<file path="src/rtl/uart_receiver_pkg.sv">
// Shared definitions for the 8N1 UART receiver: byte width and sampling helpers.
package uart_receiver_pkg;

  localparam int BYTE_LEN = 8;

  typedef logic [BYTE_LEN-1:0] byte_t;

  function automatic logic maj3(input logic a, input logic b, input logic c);
    return (a & b) | (a & c) | (b & c);
  endfunction

endpackage

</file>
<file path="src/rtl/uart_receiver_sync_2ff.sv">
// Two-flop synchronizer for an asynchronous single-bit input.
// RESET_VAL sets the value both flops take on reset.
module sync_2ff #(
  parameter logic RESET_VAL = 1'b1
) (
  input  logic clk,
  input  logic reset,
  input  logic d,
  output logic q
);

  logic meta_d, meta_q;
  logic sync_d, sync_q;

  always_comb begin
    meta_d = d;
    sync_d = meta_q;
  end

  always_ff @(posedge clk) begin
    if (reset) begin
      meta_q <= RESET_VAL;
      sync_q <= RESET_VAL;
    end else begin
      meta_q <= meta_d;
      sync_q <= sync_d;
    end
  end

  assign q = sync_q;

endmodule

</file>
<file path="src/rtl/uart_receiver.sv">
// 8N1 LSB-first UART receiver with one-cycle data_valid / frame_err pulses.
// Define UART_RX_MAJORITY_EN for 3-sample majority voting at each sample point.
module uart_receiver
  import uart_receiver_pkg::*;
#(
  parameter int BAUD_PERIOD_LOG2 = 9,
  parameter int BAUD_PERIOD      = 434
) (
  input  logic                clk,
  input  logic                reset,
  input  logic                rxd,
  output logic [BYTE_LEN-1:0] data,
  output logic                data_valid,
  output logic                frame_err
);

  localparam logic [2:0] ST_IDLE  = 3'd0;
  localparam logic [2:0] ST_START = 3'd1;
  localparam logic [2:0] ST_DATA  = 3'd2;
  localparam logic [2:0] ST_STOP  = 3'd3;
  localparam logic [2:0] ST_BREAK = 3'd4;

  localparam int CW   = BAUD_PERIOD_LOG2 + 1;
  localparam int BCW  = $clog2(BYTE_LEN);
  localparam int HALF = BAUD_PERIOD / 2;

  // Majority voting decides one cycle after the nominal mid-start point; that
  // single shift carries through every later sample since counters restart there.
`ifdef UART_RX_MAJORITY_EN
  localparam int START_TGT = HALF;
`else
  localparam int START_TGT = HALF - 1;
`endif

  localparam logic [CW-1:0]  START_LAST = CW'(START_TGT);
  localparam logic [CW-1:0]  BIT_LAST   = CW'(BAUD_PERIOD - 1);
  localparam logic [BCW-1:0] BCNT_LAST  = BCW'(BYTE_LEN - 1);

  logic rxd_s;
  logic sample;

  logic [2:0]          state_d, state_q;
  logic [CW-1:0]       cnt_d, cnt_q;
  logic [BCW-1:0]      bcnt_d, bcnt_q;
  logic [BYTE_LEN-1:0] shift_d, shift_q;
  logic [BYTE_LEN-1:0] data_d, data_q;
  logic                valid_d, valid_q;
  logic                err_d, err_q;

  sync_2ff #(.RESET_VAL(1'b1)) u_rxd_sync (
    .clk   (clk),
    .reset (reset),
    .d     (rxd),
    .q     (rxd_s)
  );

`ifdef UART_RX_MAJORITY_EN
  logic [1:0] hist_d, hist_q;

  always_comb begin
    hist_d = {hist_q[0], rxd_s};
    sample = maj3(rxd_s, hist_q[0], hist_q[1]);
  end

  always_ff @(posedge clk) begin
    if (reset) hist_q <= '1;
    else       hist_q <= hist_d;
  end
`else
  always_comb sample = rxd_s;
`endif

  always_comb begin
    state_d = state_q;
    cnt_d   = cnt_q + 1'b1;
    bcnt_d  = bcnt_q;
    shift_d = shift_q;
    data_d  = data_q;
    valid_d = 1'b0;
    err_d   = 1'b0;
    case (state_q)
      ST_IDLE: begin
        cnt_d = '0;
        if (!rxd_s) state_d = ST_START;
      end
      ST_START: begin
        if (cnt_q == START_LAST) begin
          cnt_d  = '0;
          bcnt_d = '0;
          state_d = sample ? ST_IDLE : ST_DATA;
        end
      end
      ST_DATA: begin
        if (cnt_q == BIT_LAST) begin
          cnt_d   = '0;
          shift_d = {sample, shift_q[BYTE_LEN-1:1]};
          if (bcnt_q == BCNT_LAST) state_d = ST_STOP;
          else                     bcnt_d  = bcnt_q + 1'b1;
        end
      end
      ST_STOP: begin
        if (cnt_q == BIT_LAST) begin
          cnt_d = '0;
          if (sample) begin
            data_d  = shift_q;
            valid_d = 1'b1;
            state_d = ST_IDLE;
          end else begin
            err_d   = 1'b1;
            state_d = ST_BREAK;
          end
        end
      end
      ST_BREAK: begin
        cnt_d = '0;
        if (rxd_s) state_d = ST_IDLE;
      end
      default: begin
        cnt_d   = '0;
        state_d = ST_IDLE;
      end
    endcase
  end

  always_ff @(posedge clk) begin
    if (reset) begin
      state_q <= ST_IDLE;
      cnt_q   <= '0;
      bcnt_q  <= '0;
      shift_q <= '0;
      data_q  <= '0;
      valid_q <= 1'b0;
      err_q   <= 1'b0;
    end else begin
      state_q <= state_d;
      cnt_q   <= cnt_d;
      bcnt_q  <= bcnt_d;
      shift_q <= shift_d;
      data_q  <= data_d;
      valid_q <= valid_d;
      err_q   <= err_d;
    end
  end

  assign data       = data_q;
  assign data_valid = valid_q;
  assign frame_err  = err_q;

endmodule

</file>
<file path="config.mk">
export PLATFORM = sky130hd
export DESIGN_NAME = uart_receiver
export DESIGN_NICKNAME = d
export VERILOG_FILES = /design/src/rtl/uart_receiver_pkg.sv /design/src/rtl/uart_receiver_sync_2ff.sv /design/src/rtl/uart_receiver.sv
export SDC_FILE = /design/constraint.sdc
export NUM_CORES = 1
export LEC_CHECK = 0
export BUFFER_PORTS_ARGS = -buffer_cell sky130_fd_sc_hd__clkbuf_2
export CAP_MARGIN = 20
export CORE_ASPECT_RATIO = 1.1
export CORE_MARGIN = 5
export CORE_UTILIZATION = 50
export CTS_CLUSTER_SIZE = 20
export DETAILED_ROUTE_END_ITERATION = 10
export PLACE_DENSITY = 0.71
export SETUP_SLACK_MARGIN = 0.4
export SLEW_MARGIN = 10
export SYNTH_ARGS = -nofsm -noshare
export SYNTH_HDL_FRONTEND = slang
export SYNTH_SLANG_ARGS = --single-unit
export TNS_END_PERCENT = 30
</file>
<file path="constraint.sdc">
create_clock -name clk -period 4.6 [get_ports clk]
set_input_delay 0.92 -clock clk [delete_from_list [all_inputs] [get_ports clk]]
set_output_delay 0.92 -clock clk [all_outputs]
set_load 0.005 [all_outputs]
</file>
* Word-level counts from Yosys, hierarchy flattened
Cells that the tools add are included.
Storage, ports and cells: memories 0, bits in latches 0, memory bits (read-only) 0, bits of input ports 3, output and inout port bits 10, register bits after elaboration 36, RAM bits 0
Cells by class: div/mod/pow operators 0, order comparisons 0, bitwise operators 2, reductions and logical operators 8, equality and inequality tests 14, multipliers 0, shift operators 0, add/subtract/negate cells 2, mux-type cells 18
Operators by type and width (number):
- two-way mux 3 bit | 10
- two-way mux 10 bit | 2
- case mux 10 bit (2 select lines) | 1
- case mux 3 bit (5 select lines) | 1
- inequality test 2 bit, second input constant | 6
- adder 10 x 1 -> 10 bit, second input constant | 1
- equality test 10 x 8 -> 1 bit, second input constant | 1
- equality test 10 x 9 -> 1 bit, second input constant | 1
- equality test 3 x 2 -> 1 bit, second input constant | 2
- equality test 3 bit, second input constant | 2
- case mux 3 bit (2 select lines) | 1
- AND reduction 6 bit | 1
- AND reduction 4 bit | 1
- adder 3 x 1 -> 3 bit, second input constant | 1
- equality test 3 x 1 -> 1 bit, second input constant | 1
- logical NOT 3 bit | 1
- AND reduction 3 bit | 1
- OR reduction 3 bit | 1
- two-way mux 1 bit | 2
- two-way mux 2 bit | 1
- inequality test 2 x 1 -> 1 bit, second input constant | 1
- NOT 1 bit | 2
- AND reduction 2 bit | 1
- nonzero test 2 bit | 1
- OR reduction 2 bit | 1

* Depth between registers and ports, before layout
word-level depth 4, mapped depth 7

* Modules after synthesis
From an unflattened synthesis, not the netlist that was laid out.
Second synthesis, totals: cells, all modules 158, area total of the unflattened synthesis 1561.5 um^2
By module, submodules not included:
- uart_receiver | times used 1, seq. area each 680.7 um^2, area each 1508.9 um^2, cells an instance 154
- sync_2ff | times used 1, seq. area each 40.0 um^2, area each 52.6 um^2, cells an instance 4

* Least setup slack after synthesis
No wires, ideal clock.
path type register -> register, start point register cnt_q[0], end point register bcnt_q[1], arrival time 1.902 ns, buffers on the path 0, setup time 0.101 ns, stages on the path, launching flop included 7, period minus slack after synthesis 2.003 ns, path slack 2.597 ns, cells stage by stage dfxtp_1 inv_1 ha_1 or4bb_1 o31a_4 or3_4 o41ai_1
Between the ends: longest elaborated chain between the ends 3, elaborated cells between the ends (all ways) 5
Ends and longest elaborated chain:
- start: declaration | RTL line uart_receiver.sv:43 | logic [CW-1:0] cnt_d, cnt_q;
- start signal: assignment | RTL line uart_receiver.sv:136 | cnt_q <= cnt_d;
- equality test 10 x 9 -> 1 bit or equality test 10 x 8 -> 1 bit (tied branches) | RTL line uart_receiver.sv:94, uart_receiver.sv:87
- inequality test 2 bit (no line)
- AND reduction 4 bit (no line) *
- end signal: assignment | RTL line uart_receiver.sv:137 | bcnt_q <= bcnt_d;
- end: declaration | RTL line uart_receiver.sv:44 | logic [BCW-1:0] bcnt_d, bcnt_q;
Every way passes the cells marked *; elsewhere a longest branch is shown, timed or not. A chain may end at the register's enable or synchronous reset.

* Final worst setup path
start point register state_q[1], end point register shift_q[1]
Between the ends: longest elaborated chain between the ends 2
Ends and longest elaborated chain:
- start: declaration | RTL line uart_receiver.sv:42 | logic [2:0] state_d, state_q;
- start signal: assignment | RTL line uart_receiver.sv:135 | state_q <= state_d;
- equality test 3 x 2 -> 1 bit | RTL line uart_receiver.sv:81 | case (state_q)
- AND reduction 2 bit (no line)
- end signal: assignment | RTL line uart_receiver.sv:138 | shift_q <= shift_d;
- end: declaration | RTL line uart_receiver.sv:45 | logic [BYTE_LEN-1:0] shift_d, shift_q;
No other way between the ends.

==> impl_metrics.py <==
metrics = {
    "sta": {
        "slew_headroom": 0.5295,
        "fmax_ghz": 0.4347,
        "finalClockSkew_ns": 0.01130,
        "setup_tns_ns": 0,
        "holdWs_ns": 0.4237,
        "drv_slew": 0,
        "min_period_ns": 2.301,
        "worst_slew_pin_slew_ns": 0.7005,
        "worst_slack_ns": 2.299,
        "rsz0062_at_grt": "false",
        "finalSetupViolations": 0,
        "fin_crit_sh": 0.5001,
        "hold_viol": 0,
    },
    "floorplanning": {
        "io_pins": 13,
        "dieArea_sq_um": 4445,
        "initial_core_util": 0.5222,
        "die_x_um": 64.03,
        "die_h_um": 69.43,
        "design.core.area_sq_um": 3074,
        "num_rows": 21,
    },
    "layout": {
        "area_growth_pct": 7.561,
        "drive_above_1_share": 0.1818,
        "finalNonFillerCells": 210,
        "insertedDiodeCount": 0,
        "nets": 183,
        "fill_cells": 296,
    },
    "global_route": {
        "grt_overflow": 0,
        "antenna_found_initial": 0,
        "grt_use_total": 0.1472,
        "grt_pass1_wl_mm": 5.223,
        "grt_pass1_vias": 1217,
        "grt_max_degree": 28,
    },
    "synth": {
        "synthFlopType": "dfxtp_1",
        "yosysSeqAreaShare": 0.4489,
        "synth_area_per_cell_sq_um": 9.848,
        "netlist_area_sq_um": 1605,
        "synth_seq_cells": 36,
        "synthesis.nets": 171,
        "yosys_warnings": 0,
        "async_reset_ff_frac": 0,
        "ys_types": 42,
        "synth_edf_count": 0,
        "netlist_instances": 163,
    },
    "routing": {
        "drtIter0Drc": 39,
        "dr.pass1.iters": 4,
        "vias": 1182,
        "routed_wl_mm": 2.811,
        "wl_per_cell_um": 13.39,
        "antenna_left": 0,
        "drcViolationCount": 0,
        "viasPerCell": 5.629,
    },
    "worst_setup_path": {
        "crit_fanout": 12,
        "required_ns": 4.83,
        "cp_data_arrival_time_ns": 2.53,
        "r2r_cells": 4,
        "endpoint_kind": "flop",
        "critical_path_class": "reg -> reg",
        "critPathLaunchType": "flop",
    },
    "clocking": {
        "hold_buffers": 0,
        "cts_buffers": 5,
        "cts_tree": "yes",
        "htree_levels": 2,
        "cts_setup_buffers": 0,
        "clk_latency_ns": 0.34,
        "cts_root_buf": "clkbuf_4",
        "cts_num_sinks": 36,
        "cts_buffer_depth": 2,
        "path_clk_slew_ns": 0.11,
        "postCtsResizedCells": 0,
    },
    "power": {
        "clockPowerShare": 0.329,
        "intPower_mw": 0.3813,
        "power_leakage_nw": 0.6906,
        "seqPwrFrac": 0.630,
        "power_mw": 0.5042,
        "sw_frac_of_total": 0.2438,
        "p_comb_frac": 0.041,
        "power.density_nw_per_um2": 292.0,
        "ir_drop_uv": 261.5,
        "p_sw_mw": 0.1229,
    },
    "hold_path": {
        "worst_hold_path_type": "reg -> reg",
        "hold_depth": 1,
    },
    "place": {
        "io_buffers": 12,
        "post-dp-hpwl_mm": 2.063,
        "numPlacedInstances": 202,
        "place.gp.congestion": 0.7947,
        "dpl_worst_slack_ns": 2.307,
    },
    "run_status": {
        "status": "complete, no violations",
    },
    "job": {
        "maxCapViolCount": 0,
    },
}
[synthesized netlist by cell type (all sizes together), types with 2 or more instances]
cell type | number | area share
or3b | 3 | 0.016
xor2 | 7 | 0.038
mux2i | 16 | 0.10
o41ai | 2 | 0.011
nor4 | 2 | 0.017
nand3 | 3 | 0.0094
dfxtp | 36 | 0.45
nand2 | 4 | 0.0094
nor3 | 2 | 0.0062
or2 | 2 | 0.0078
o21bai | 2 | 0.0094
inv | 7 | 0.016
nor2b | 3 | 0.012
or3 | 2 | 0.011
and4 | 2 | 0.012
clkbuf | 5 | 0.012
o31a | 2 | 0.017
buf | 2 | 0.012
o21ai | 3 | 0.0094
nor2 | 29 | 0.068
or4 | 2 | 0.010
o311ai | 3 | 0.016
a21oi | 4 | 0.012
nand4 | 2 | 0.0078
nand4b | 2 | 0.011
nor3b | 3 | 0.014
ha | 5 | 0.039
[stage by stage]
step,utilization,instance area [sq um]
final,0.5617,1727
after global routing,0.5617,1727
after CTS,0.5617,1727
after detailed placement,0.5433,1670
after global placement,0.5433,1670
after floorplan,-,1605
[worst max-delay path, stage by stage, from the launching register on]
cell and delay, ns:
dfxtp_1 0.54, or3b_2 0.54, or4_2 0.86, mux2i_1 0.21
nor2_1 0.05
[sequential cells by signal, summed over array words and instances (netlist names)]
| name | cells |
|---|---|
| cnt_q | 10 |
| data | 8 |
| u_rxd_sync.meta_q | 1 |
| state_q | 3 |
| shift_q | 8 |
| data_valid | 1 |
| frame_err | 1 |
| bcnt_q | 3 |
| u_rxd_sync.q | 1 |
[placed cells by master (no fill, tap or decap), types with 2 or more instances in the layout]
master / instances
nand2_1: 4
o21bai_1: 2
ha_1: 5
or2_2: 2
clkbuf_2: 12
nand3_1: 3
o21ai_0: 3
xor2_1: 7
dfxtp_1: 36
nor3b_1: 3
inv_1: 7
nor2_1: 29
mux2i_1: 16
o311ai_0: 3
clkinv_2: 2
clkbuf_4: 5
nand4_1: 2
nand4b_1: 2
nor2b_1: 3
nor3_1: 2
o41ai_1: 2
a21oi_1: 4
or3b_2: 2
[path summary, 6_finish.rpt]
check,from,to,slack (ns)
hold reg to reg,u_rxd_sync.meta_q$_SDFF_PP1_,u_rxd_sync.q$_SDFF_PP1_,0.42
hold / removal,u_rxd_sync.meta_q$_SDFF_PP1_,u_rxd_sync.q$_SDFF_PP1_,0.42
setup reg to reg,state_q[1]$_SDFFE_PP0P_,shift_q[1]$_SDFFE_PP0P_,2.30
setup / recovery,state_q[1]$_SDFFE_PP0P_,shift_q[1]$_SDFFE_PP0P_,2.30
[layout make-up]
type	count	area, sq um	share of cell area
multi-input combinational	113	820.8	0.4754
sequential	36	720.7	0.4174
timing repair buffer	12	60.06	0.03478
tap	34	42.54	0.02464
clock buffer	5	37.54	0.02174
inverter	7	26.28	0.01522
clock inverter	3	18.77	0.01087
[power groups by stage]
stage	Sequential (mW)	Combinational [mW]	Clock (mW)
after floorplan	0.322	0.0194	0
after detailed placement	0.325	0.0210	0
after global placement	0.324	0.0199	0
after CTS	0.318	0.0211	0.174
final	0.318	0.0209	0.166
after global routing	0.318	0.0236	0.191
[per-layer routing]
layer,GRT usage,up-vias,wire length (um)
met5,0,-,0
li1,-,600,-
met2,0.2480,17,1376
met4,0.06928,0,52
met1,0.1584,559,1260
met3,0.05673,6,121
[cells by family (layout without fill, tap and decap cells)]
family	after synthesis	count (layout)	synth area share
AOI/OAI and AO/OA	18	18	0.09197
DFF	36	36	0.4489
xor gates and xnor gates	8	8	0.04365
buffers and inverters	14	27	0.03976
and+or+nand+nor	66	66	0.2370
muxes	16	16	0.09976
adders and majority gates	5	5	0.03897
Note: power is estimated with default switching activity, not from simulation.
